## src/rtl/oh_rrmux.sv

```systemverilog
// N:1 round-robin multiplexer with valid/ready channels, one registered output
// stage and optional packet locking so multi-beat packets are never interleaved.
module oh_rrmux #(
  parameter int N    = 3,
  parameter int DW   = 32,
  parameter int LOCK = 1,
  parameter int SW   = $clog2(N)
) (
  input  logic              clk,
  input  logic              nreset,
  input  logic [N-1:0]      in_valid,
  input  logic [N*DW-1:0]   in_data,
  input  logic [N-1:0]      in_last,
  output logic [N-1:0]      in_ready,
  output logic              out_valid,
  output logic [DW-1:0]     out_data,
  output logic              out_last,
  output logic [SW-1:0]     out_sel,
  input  logic              out_ready
);

  logic [SW-1:0] ptr;
  logic [SW-1:0] lk;
  logic          lock;

  logic [SW-1:0] winner;
  logic [SW-1:0] hi_idx;
  logic [SW-1:0] lo_idx;
  logic [SW-1:0] next_ptr;
  logic          has_winner;
  logic          hi_hit;
  logic          lo_hit;
  logic          load;
  logic          transfer;
  logic [DW-1:0] sel_data;
  logic          sel_last;
  logic          sel_valid;

  // Rotating priority: the lowest valid index at or above ptr wins, otherwise
  // the lowest valid index overall (the wrapped-around part of the scan).
  always_comb begin
    hi_hit     = 1'b0;
    lo_hit     = 1'b0;
    hi_idx     = '0;
    lo_idx     = '0;
    has_winner = 1'b0;
    winner     = '0;
    for (int i = N - 1; i >= 0; i--) begin
      if (in_valid[i]) begin
        lo_hit = 1'b1;
        lo_idx = SW'(i);
      end
      if (in_valid[i] && (SW'(i) >= ptr)) begin
        hi_hit = 1'b1;
        hi_idx = SW'(i);
      end
    end
    if (lock) begin
      has_winner = 1'b1;
      winner     = lk;
    end else if (hi_hit) begin
      has_winner = 1'b1;
      winner     = hi_idx;
    end else if (lo_hit) begin
      has_winner = 1'b1;
      winner     = lo_idx;
    end
  end

  always_comb begin
    sel_data  = '0;
    sel_last  = 1'b0;
    sel_valid = 1'b0;
    in_ready  = '0;
    for (int i = 0; i < N; i++) begin
      if (winner == SW'(i)) begin
        sel_data  = in_data[i*DW +: DW];
        sel_last  = in_last[i];
        sel_valid = in_valid[i];
        in_ready[i] = load & has_winner;
      end
    end
  end

  // Gating with nreset keeps every in_ready low while the block is held in reset.
  assign load     = nreset & (~out_valid | out_ready);
  assign transfer = load & has_winner & sel_valid;
  assign next_ptr = (winner == SW'(N - 1)) ? '0 : winner + SW'(1);

  always_ff @(posedge clk or negedge nreset) begin
    if (!nreset) begin
      out_valid <= 1'b0;
      out_data  <= '0;
      out_last  <= 1'b0;
      out_sel   <= '0;
      ptr       <= '0;
      lock      <= 1'b0;
      lk        <= '0;
    end else begin
      if (load) begin
        out_valid <= transfer;
        if (transfer) begin
          out_data <= sel_data;
          out_last <= sel_last;
          out_sel  <= winner;
        end
      end
      if (transfer) begin
        if ((LOCK != 0) && !sel_last) begin
          lock <= 1'b1;
          lk   <= winner;
        end else begin
          lock <= 1'b0;
          ptr  <= next_ptr;
        end
      end
    end
  end

endmodule

```

## config.mk

```make
export PLATFORM = sky130hd
export DESIGN_NAME = oh_rrmux
export DESIGN_NICKNAME = d
export VERILOG_FILES = /design/src/rtl/oh_rrmux.sv
export SDC_FILE = /design/constraint.sdc
export NUM_CORES = 1
export LEC_CHECK = 0
export BUFFER_PORTS_ARGS = -buffer_cell sky130_fd_sc_hd__buf_4
export CAP_MARGIN = 30
export CELL_PAD_IN_SITES_DETAIL_PLACEMENT = 1
export CELL_PAD_IN_SITES_GLOBAL_PLACEMENT = 1
export CORE_MARGIN = 3
export CORE_UTILIZATION = 37
export CTS_CLUSTER_DIAMETER = 30
export DETAILED_ROUTE_END_ITERATION = 7
export GPL_TIMING_DRIVEN = 0
export MAX_ROUTING_LAYER = met4
export PLACE_DENSITY_LB_ADDON = 0.25
export SLEW_MARGIN = 15
export SYNTH_ARGS = -nofsm -noshare
export SYNTH_HDL_FRONTEND = slang
export SYNTH_SLANG_ARGS = --single-unit
```

## constraint.sdc

```tcl
create_clock -name clk -period 5.55 [get_ports clk]
set_input_delay 0.2775 -clock clk [delete_from_list [all_inputs] [get_ports clk]]
set_output_delay 0.2775 -clock clk [all_outputs]
set_load 0.02 [all_outputs]
```

Word level (Yosys, flattened, before mapping)

Index checks and enable logic that the tools add are counted.

Input bits: 105
Word-level logic and storage cells: 58
Output and inout port bits: 39
Register bits: 41

Bitwise logic cells: 6
Eq/ne operators: 2
Reduce and logical (&&, ||, !) cells: 7
Multiplexer cells: 32
$add $sub $neg: 1
Magnitude comparators: 3

Operators with widths:

| kind                  | count |
|---|---|
| $mux W32              | 3 |
| $mux W2               | 10 |
| $mux W1               | 19 |
| $reduce_and A2 Y1     | 3 |
| $ge A1 B2 Y1 const A  | 2 |
| $and A1 B1 Y1         | 3 |
| $logic_and A1 B1 Y1   | 3 |
| $add A2 B1 Y2 const B | 1 |
| $eq A2 B1 Y1 const B  | 1 |
| $eq A2 B2 Y1 const B  | 1 |
| $ge A2 B2 Y1 const A  | 1 |
| $logic_not A2 Y1      | 1 |
| $not A1 Y1            | 2 |
| $or A1 B1 Y1          | 1 |

Depth between registers and ports, before layout

Depth after elaboration: 13
Gate-level depth with buffers: 7

Worst setup path after synthesis

OpenSTA, ideal clock, no wires.

Path type: flip-flop to output port
From: register ptr[0]
To: output port in_ready[1]
Required time: 5.273 ns
Stages on the path, launching flop included: 7
Path slack: 3.437 ns
Path buffers: 2
Arrival: 1.835 ns
Cell sequence: dfrtp_1 nand4bb_1 and2_1 clkbuf_1 nand2_2 clkbuf_1 nor3b_1

Cells in the longest elaborated chain, start to end: 9
Elaborated cells on any way between the ends: 19
Classes of those cells: 3 x order compare; 1 x eq/ne; 11 x mux; 1 x bitwise; 3 x reduce/logical

RTL lines:

| item                                             | line   | RTL |
|---|---|---|
| from (decl)                                      | 22     | `logic [SW-1:0] ptr;` |
| from (signal assigned)                           | 114    | `ptr <= next_ptr;` |
| $ge A2 B2 Y1                                     | 53     | `if (in_valid[i] && (SW'(i) >= ptr)) begin` |
| $logic_and A1 B1 Y1                              | 53     |  |
| $mux W1 or $mux W2 (tied branches) (3 in series) | 53     |  |
| $mux W2 or $mux W1 (tied branches)               | 61     | `end else if (hi_hit) begin` |
| $mux W2 or $mux W1 (tied branches)               | 58     | `if (lock) begin` |
| $eq A2 B1 Y1 or $and A1 B1 Y1 (tied branches)    | 76, 80 |  |
| $mux W1 *                                        | 76     | `if (winner == SW'(i)) begin` |
| to (decl)                                        | 14     | `output logic [N-1:0] in_ready,` |

Every way passes the cells marked *; elsewhere a longest branch is shown, timed or not.

Worst setup path after layout

From: input port nreset
To: output port in_ready[1]

Cells in the longest elaborated chain, start to end: 3

RTL lines:

| item          | line | RTL |
|---|---|---|
| from (decl)   | 10   | `input logic nreset,` |
| $and A1 B1 Y1 | 86   | `assign load = nreset & (~out_valid \| out_ready);` |
| $and A1 B1 Y1 | 80   | `in_ready[i] = load & has_winner;` |
| $mux W1       | 76   |  |

No other way between the ends.

==> impl_metrics.toml <==
[power_and_ir_drop]
p_leak_nw = 1.91
ir_drop_uv = 256
netSwitchingPower_mw = 1.15
power_frac_comb_pct = 66.3
p_int_mw = 1.33
power_density_nw_per_um2 = 579
finalPower_mw = 2.48
pwr-share-clk_pct = 10.4
seqPwrFrac_pct = 23.3
switching_share_pct = 46.2

[logic_synthesis]
synth-edff-count = 0
synthArstFlopShare_pct = 100
synth_warnings = 0
synth-seq-cells = 41
yosysSeqAreaShare_pct = 34.7
syn_area_um2 = 2960
syn_inst = 300
syn_area_per_cell_um2 = 9.86
synth.distinct_cells = 36
synthFlopType = "dfrtp_1"
synth_nets = 405

[floorplanning]
core_um2 = 7490
rows = 31
start_util_pct = 39.5
die_area_um2 = 9110
die_w_um = 95.4
io-pin-count = 144
die_h_um = 95.4

[timing]
hold_viol = 0
slew_violations = 0
slew_headroom_pct = 58.5
tightest_slew_ns = 0.618
fin_tns_setup_ns = 0
setup_viol = 0
rsz0062_at_grt = "false"
min_period_ns = 2.80
clock.fmax_mhz = 357
finalCritPeriodShare_pct = 50.5
fin_skew_ns = 0.00503

[clock_network]
worstSkewPairLatency_ns = 0.30
cts_made_buffers = 5
cts_root_buffer = "clkbuf_8"
post_cts_buffers = 0
cts.clk_slew.worst_paths_ns = 0.08
cts_sinks = 41
cts_tree = "done"
cts.path.max_buffers = 2
h-tree-depth = 2

[placed_design]
gp_congestion = 0.897
portBuffers = 143
hpwl_um = 8530

[routing]
num_vias = 3244
ant_nets = 0
wl_per_cell_um = 20.6
wirelength_um = 11300
via_per_inst = 5.89
route.detailed.drc = 0
drt_pass1_iterations = 4
first_iter_violations = 94

[setup_path]
cp_max_fo = 43
path_class = "primary input to output pin"
required_ns = 5.27
end_kind = "output pin"
arrival_ns = 2.52
startpoint_type = "primary input"

[layout]
drive_gt1_share_pct = 43.6
nNetsFinal = 556
n_antenna_cell = 0
area_growth_pct = 44.7

[global_route]
grt_remaining_overflow = 0
grt_max_degree = 44
grt_pass1_vias = 3469
antenna_found_initial = 0
grt_pass1_wl_um = 17900
grt_use_total_pct = 26.3

[job]
cap_violations = 0

[run_status]
outcome = "finished clean"

[hold_path]
hp-class = "primary input to flop"
-- worst paths after layout --
path / start / end / slack, ns / cells past startpoint
max: nreset / in_ready[1] / 2.75 / 7
min: out_ready / out_valid / 0.23 / 4
max in group asynchronous: nreset / out_data[21] / 4.64 / 2
max reg2reg: ptr[1] / out_data[6] / 3.27 / 7
min in group asynchronous: nreset / out_data[13] / 0.51 / 2
min reg2reg: out_sel[0] / out_sel[0] / 0.48 / 1
-- repair_timing --
| action | 4_1_cts | 5_1_grt |
|---|---|---|
| hold buffers | 1 | 0 |
| resized for setup | 0 | 0 |
| hold endpoints to repair | 41 | 0 |
-- kinds of logic (layout without fill, tap and decap cells) --
logic type             Yosys count  after routing  share of synthesized area, %
AOI/OAI and AO/OA              155            155                          46.9
and+or+nand+nor                 62             62                          11.0
DFF                             41             41                          34.7
buffers and inverters           39            191                          6.30
muxes                            3              3                          1.10
-- area by class of cell --
cell class              instances  area, um^2
multi-input cells             220        1750
plain buffers                  34         168
flip-flops and latches         41        1030
clock inverters                 1        30.0
fillers                       894        3200
inverters                       5        18.8
clock buffers                   7        86.3
well taps                      99         124
repair buffers                144        1080
-- flip-flops by register name (all words and copies together) (netlist names) --
signal / count
out_valid: 1
lock: 1
out_data: 32
out_last: 1
out_sel: 2
ptr: 2
lk: 2
-- critical path, cell delays in order --
cell	delay, ns
dlygate4sd3_1	0.53
buf_4	0.47
nand3_1	0.21
buf_2	0.25
clkbuf_1	0.26
nor3b_1	0.30
buf_4	0.19
-- placed cells by master, fill, tap and decap left out, types with 6 or more instances in the layout --
cell type  instances
a21o_1            34
a221oi_1          32
a2bb2oi_2         28
buf_4            146
clkbuf_1          24
clkbuf_8           6
dfrtp_1           41
nand2_1            8
nand3_1           36
o21ai_0           33
-- routing by layer --
metal  wire length, um  global-route usage [%]  vias up
met1              4580                    31.1     1595
li1                  -                       -     1495
met3               826                    5.13       24
met4               276                    8.89        0
met2              5650                    44.9      130
met5                 0                       -        -
-- per-stage QoR --
stage / worst slack [ns] / instances / utilization (%) / instance area, um^2 / hold WS (ns)
after floorplan: 3.44 / 300 / - / 2960 / -0.0181
after global placement: 3.24 / 542 / 55.5 / 4160 / 0.307
after detailed placement: 3.22 / 542 / 55.5 / 4160 / 0.311
after CTS: 2.73 / 551 / 57.2 / 4280 / 0.221
after global routing: 2.50 / 551 / 57.2 / 4280 / 0.240
final: 2.75 / 551 / 57.2 / 4280 / 0.228
-- cells in the mapped netlist, types with 2 or more instances --
cell type   n  area share, %
nor3_1      3           0.51
buf_6       3            1.1
buf_4       3           0.76
o211ai_1    3           0.76
nand3_1    36            6.1
a21oi_1     5           0.85
a221oi_1   32            9.5
a2bb2oi_1   4            1.2
a2bb2oi_2  28             14
and2_1      4           0.85
inv_1       5           0.63
clkbuf_1   23            2.9
nand2_1     8            1.0
mux2_2      2           0.76
buf_2       5           0.85
dfrtp_1    41             35
o21ai_0    33            5.6
a211oi_1    4            1.0
a21o_1     34            8.6
o2111ai_1   3           0.89
and3_1      2           0.42
a211o_1     2           0.59
nand2b_1    4           0.85
-- power groups by stage --
| stage | registers (mW) | logic [mW] | clock network (mW) |
|---|---|---|---|
| floorplan | 0.718 | 0.940 | 0 |
| global placement | 0.574 | 1.59 | 0 |
| detailed placement | 0.583 | 1.65 | 0 |
| CTS | 0.579 | 1.65 | 0.265 |
| global route | 0.598 | 1.77 | 0.277 |
| finish | 0.578 | 1.64 | 0.258 |
No activity file was read; power rests on OpenSTA's default activity.
